File: config.mk
export PLATFORM = sky130hd
export DESIGN_NAME = sel_demux_stream
export DESIGN_NICKNAME = d
export VERILOG_FILES = /design/src/rtl/sel_demux_stream.sv
export SDC_FILE = /design/constraint.sdc
export NUM_CORES = 1
export LEC_CHECK = 0
export CAP_MARGIN = 20
export CORE_ASPECT_RATIO = 2
export CORE_MARGIN = 10
export CORE_UTILIZATION = 30
export CTS_CLUSTER_SIZE = 14
export DETAILED_ROUTE_END_ITERATION = 8
export SETUP_SLACK_MARGIN = 0.15
export SKIP_CTS_REPAIR_TIMING = 1
export SLEW_MARGIN = 20
export SYNTH_ARGS = -nofsm -noshare
export SYNTH_HDL_FRONTEND = slang
export SYNTH_SLANG_ARGS = --single-unit
File: constraint.sdc
create_clock -name clk -period 1.3 [get_ports clk]
set_clock_uncertainty 0.05 [all_clocks]
set_input_delay 0.13 -clock clk [delete_from_list [all_inputs] [get_ports clk]]
set_output_delay 0.13 -clock clk [all_outputs]
set_load 0.02 [all_outputs]
File: src/rtl/sel_demux_stream.sv
// Purpose : registered 1-to-4 stream demux; each beat goes to the channel named by in_sel.
// Latency : 1 cycle from input accept to out_valid on the chosen channel.
// Backpr. : in_ready follows only the addressed channel; a stalled channel never blocks the others.
//
// Ports:
//   clk, rst_n            single rising-edge clock, asynchronous active-low reset
//   in_valid/in_ready     input handshake; in_sel picks channel 0..3, in_data is the payload
//   out_valid[k]          channel k holds a beat; out_ready[k] is its downstream accept
//   out_data              channel k payload at [k*DW +: DW]; holds last value when not valid
//   beat_cnt              only when DEMUX_CNT_EN is defined: 8-bit wrapping accept count
//                         per channel, channel k at [k*8 +: 8]
//
// Build option: define DEMUX_CNT_EN to add the per-channel beat counters.

module sel_demux_stream #(
    parameter int DW = 8
) (
    input  logic            clk,
    input  logic            rst_n,
    input  logic            in_valid,
    output logic            in_ready,
    input  logic [1:0]      in_sel,
    input  logic [DW-1:0]   in_data,
    output logic [3:0]      out_valid,
    input  logic [3:0]      out_ready,
    output logic [4*DW-1:0] out_data
`ifdef DEMUX_CNT_EN
    ,
    output logic [31:0]     beat_cnt
`endif
);

    logic [3:0]    ch_vld;
    logic [DW-1:0] ch_data [4];
    logic          accept;
    logic [3:0]    load;

    // A channel can take a new beat when empty or when its current beat
    // drains this same cycle; this is what gives 1 beat/cycle per channel.
    assign in_ready = ~ch_vld[in_sel] | out_ready[in_sel];
    assign accept   = in_valid & in_ready;
    assign load     = {4{accept}} & (4'b0001 << in_sel);

    // Load takes priority over drain, so a simultaneous drain+load leaves
    // the channel valid with the new payload. Clearing an already-empty
    // channel on out_ready is harmless, so no valid qualifier is needed.
    always_ff @(posedge clk or negedge rst_n) begin
        if (!rst_n) begin
            ch_vld <= '0;
            for (int k = 0; k < 4; k++) begin
                ch_data[k] <= '0;
            end
        end else begin
            for (int k = 0; k < 4; k++) begin
                if (load[k]) begin
                    ch_vld[k]  <= 1'b1;
                    ch_data[k] <= in_data;
                end else if (out_ready[k]) begin
                    ch_vld[k]  <= 1'b0;
                end
            end
        end
    end

    assign out_valid = ch_vld;

    for (genvar k = 0; k < 4; k++) begin : g_out
        assign out_data[k*DW +: DW] = ch_data[k];
    end

`ifdef DEMUX_CNT_EN
    logic [7:0] cnt [4];

    // Counts accepts per channel; wraps silently at 255 -> 0.
    always_ff @(posedge clk or negedge rst_n) begin
        if (!rst_n) begin
            for (int k = 0; k < 4; k++) begin
                cnt[k] <= '0;
            end
        end else begin
            for (int k = 0; k < 4; k++) begin
                if (load[k]) begin
                    cnt[k] <= cnt[k] + 8'd1;
                end
            end
        end
    end

    for (genvar k = 0; k < 4; k++) begin : g_cnt
        assign beat_cnt[k*8 +: 8] = cnt[k];
    end
`endif

endmodule

Yosys cells after proc, flatten, opt, wreduce, memory -nomap -nowiden
Index checks and enable logic that the tools add are counted.
{ "totals": {"register_bits": 36, "inputBits": 17, "out_inout_bits": 37, "word_cells": 30} }
{ "classes": {"magnitude_cmp": 1, "shift": 1, "muxes": 12, "bitwise_logic": 4, "reduce_logical": 4} }
{ "op_table": {"columns": ["op", "n"], "rows": [
  ["$mux 1", 10],
  ["$reduce_bool 2->1", 4],
  ["$and 4x4->4", 1],
  ["$bmux 1 s2", 2],
  ["$shl 1x2->4 const A", 1],
  ["$lt 2x3->1 const B", 1],
  ["$and 1x1->1", 1],
  ["$not 1->1", 1],
  ["$or 1x1->1", 1]
]} }

Logic depth before layout (Yosys ltp)
{ "logic_depth": {"depth_word": 7, "mapped_depth": 5, "depth_no_buf": 3} }

Worst setup path after synthesis
OpenSTA, ideal clock, no wires.
{ "synth_path": {"kind": "register to register", "startpoint": "register ch_vld[1] (netlist: out_valid[1])", "endpoint": "register ch_data, in the netlist out_data[10]", "setup_time_ps": 125, "arrival_time_ps": 1259, "t_required_ps": 1125, "setup_slack_ps": -134, "stages_incl_launch_ff": 4, "path_buffers": 0, "period_less_slack_ps": 1434, "cell_sequence": "dfrtp_1 > nand2b_1 > nor3b_4 > mux2_2"} }
{ "synth_via": {"elab_chain_cells": 6} }
{ "synth_rtl": {"columns": ["element", "line_no", "rtl"], "rows": [
  ["start: declaration", "33", "logic [3:0] ch_vld;"],
  ["start signal: assignment", "49", "ch_vld <= '0;"],
  ["start signal: indexed assignment", "56", "ch_vld[k] <= 1'b1;"],
  ["start signal: indexed assignment", "59", "ch_vld[k] <= 1'b0;"],
  ["$bmux 1 s2", "40", "assign in_ready = ~ch_vld[in_sel] | out_ready[in_sel];"],
  ["$mux 1 (not written as such)", "40", null],
  ["$not 1->1", "40", null],
  ["$or 1x1->1", "40", null],
  ["$and 1x1->1", "41", "assign accept = in_valid & in_ready;"],
  ["$and 4x4->4", "42", "assign load = {4{accept}} & (4'b0001 << in_sel);"],
  ["end signal: indexed assignment", "57", "ch_data[k] <= in_data;"],
  ["end: declaration", "34", "logic [DW-1:0] ch_data [4];"]
]} }
Every way passes these cells. The select of a mux whose other input is x is not followed.
A chain may end at the register's enable or synchronous reset.

Worst setup path in the final report
{ "layout_path": {"startpoint": "register ch_vld[3] (netlist: out_valid[3])", "endpoint": "output in_ready"} }
{ "layout_via": {"elab_chain_cells": 4} }
{ "layout_rtl": {"columns": ["element", "line_no", "rtl"], "rows": [
  ["$bmux 1 s2", "40", null],
  ["$mux 1 (not written as such)", "40", null],
  ["$not 1->1", "40", null],
  ["$or 1x1->1", "40", null],
  ["end: declaration", "21", "output logic in_ready,"]
]} }
Every way passes these cells. The select of a mux whose other input is x is not followed.

==> impl_metrics.csv <==
group,metric,value,unit
detailed_routing,drt-wirelength-per-cell,19.00,µm
synthesis,synth_nets,105,
power,p_per_area,1398,nW/µm²
layout,final_cell_mix,"36 x dlymetal6s2s_1, 32 x dfrtp_1, 28 x mux2_4, 12 x clkdlybuf4s50_1, 11 x buf_6",
setup_path,slowest_delay,0.48,ns
flow_run,cap_violations,0,
global_routing,antenna_found_initial,0,
die,start_util,0.3077,
setup_path,cp.required,1.12,ns
timing,hold_viol,0,
place,port_buffers,53,
setup_path,cp-end-kind,"output pin",
detailed_routing,drt_first_pass_iters,2,
status,violations,"setup timing",
synthesis,synth.ff_latch_count,36,
timing,max_freq,0.6470,GHz
synthesis,syn_area,1401,µm²
clock_tree,clkLatencyLatePin,0.28,ns
layout,fin_nets,182,
detailed_routing,drt_iter0_drc,16,
die,core_region_area,4554,µm²
clock_tree,cts_sinks,36,
global_routing,grt_max_degree,17,
layout,syn_to_final_growth,80.27,%
die,io_pins,54,
synthesis,avgSynthCellArea,15.92,µm²
clock_tree,cts_made_buffers,5,
layout,drive_gt1_frac,0.4639,
detailed_routing,finalWirelength,4.199,mm
timing,worst_slack,-0.2457,ns
die,die_y,116.7,µm
setup_path,crit_slowest_cell,"mux4_2",
timing,tightest_slew,0.3504,ns
die,die-area,7970,µm²
layout,final_common_cell,"dlymetal6s2s_1",
synthesis,synthDominantCellAreaShare,0.6429,
setup_path,cp.arrival,1.37,ns
power,power_leakage,1.466,nW
global_routing,grt_pass1_vias,1199,
synthesis,yosys_warnings,0,
clock_tree,htree_levels,2,
global_routing,grt_pass1_wl,6.147,mm
detailed_routing,vias,1023,
timing,period_needed,1.546,ns
setup_path,worstSetupPathType,"reg -> out",
clock_tree,root_buffer,"clkbuf_8",
synthesis,yosysSeqAreaShare,0.6429,
synthesis,synth_top_area_cell,"dfrtp_1",
timing,min_period_over_period,1.189,
global_routing,overflow,0,
status,status,"finished with violations",
place,hpwl,3.181,mm
setup_path,crit_fanout,3,
clock_tree,clk_pin_slew_worst_paths,0.07,ns
detailed_routing,drc,0,
die,std_cell_rows,35,
layout,finalNonFillerCells,221,
place,gp_congestion,0.7803,
timing,max-slew-margin-rel,0.7664,
place,place_inst,207,
synthesis,synth.distinct_cells,12,
die,die_x,68.33,µm
timing,slew_viol_final,0,
setup_path,startpoint_type,"register",
timing,timing.hold.ws,0.2260,ns
synthesis,syn_inst,88,
layout,insertedDiodeCount,0,
timing,setup_viol_count_final,21,
synthesis,ys_top_cells_by_area,"dfrtp_1 64%, mux2_2 26%, nand2b_1 1.8%",
global_routing,grt_use_total,0.1043,
setup_path,crit_chain,"nand2b_4 > mux4_2 > buf_6",
clock_tree,cts_buffer_depth,2,
hold_path,hp-class,"in -> async",
detailed_routing,viasPerCell,4.629,
clock_tree,tritoncts,"yes",
timing,rsz0062_at_grt,"true",
layout,fin_util,0.5547,
power,ir_drop,949.0,µV
detailed_routing,ant_nets,0,
==> power by group <==
| part | leakage, nW | internal (W) | total (W) | switching (W) |
|---|---|---|---|---|
| combinational | 0.990 | 0.000703 | 0.00126 | 0.000554 |
| sequential | 0.426 | 0.00134 | 0.00147 | 0.000124 |
| clock | 0.0510 | 0.000423 | 0.000809 | 0.000387 |
| total | 1.47 | 0.00247 | 0.00353 | 0.00106 |
==> critical path: cells and delay by family, from the launching register on <==
family	cells	cell delay [ns]
mux	1	0.48
flops	1	0.39
simple gates	1	0.07
buf+inv	1	0.15
==> per-stage QoR <==
step / setup TNS [ns] / setup slack (ns) / power, W / area, µm²
floorplan: -1.159 / -0.1155 / 0.002055 / 1491
global placement: -12.46 / -0.5881 / 0.002695 / 2180
detailed placement: -13.22 / -0.6277 / 0.002722 / 2180
CTS: -10.37 / -0.6766 / 0.003549 / 2272
global route: -3.347 / -0.2934 / 0.003706 / 2526
finish: -2.278 / -0.2457 / 0.003532 / 2526
==> cell families after synthesis <==
group / Yosys count / share of synthesized area
flops: 36 / 0.6429
buf+inv: 3 / 0.01071
simple gates: 15 / 0.06964
compound gates: 1 / 0.003568
mux: 33 / 0.2732
==> worst paths after layout <==
check                              from      endpoint  slack [ns]  cells after the start
min in group clk              in_sel[1]  out_valid[2]        0.23                      4
max                        out_valid[3]      in_ready       -0.25                      3
min reg2reg                 out_data[9]   out_data[9]        0.46                      1
max in group asynchronous         rst_n  out_data[29]        0.49                      3
max reg2reg                out_valid[1]   out_data[8]       -0.14                      5
min                               rst_n  out_valid[2]        0.23                      2
==> cell usage after synthesis <==
library cell and count:
nand2b_1 4, nor2b_1 2, dfrtp_1 36, mux2_2 32
nor3b_4 1, nand3b_2 1, and3_1 1, nand2_1 5
nand3_1 1, mux4_2 1, o21ai_0 1, buf_2 3
==> per-layer routing <==
layer / up-vias / part of all wire / global-route usage / wire length, µm
met4: 0 / 0.010 / 0.05263 / 43
li1: 461 / - / - / -
met1: 519 / 0.35 / 0.09983 / 1466
met5: - / 0 / 0 / 0
met3: 4 / 0.068 / 0.04323 / 285
met2: 39 / 0.57 / 0.1816 / 2403
==> state kept, by name (all words and copies together) (netlist names) <==
name       count
out_data      32
out_valid      4
==> layout make-up <==
cell class,count,area (µm²)
Fill cell,396,2028
Timing Repair Buffer,72,802.0
Multi-Input combinational cell,50,656.9
Clock buffer,6,82.58
Tap cell,55,68.82
Sequential cell,36,905.9
Clock inverter,2,10.01
Note: power is estimated with default switching activity, not from simulation.
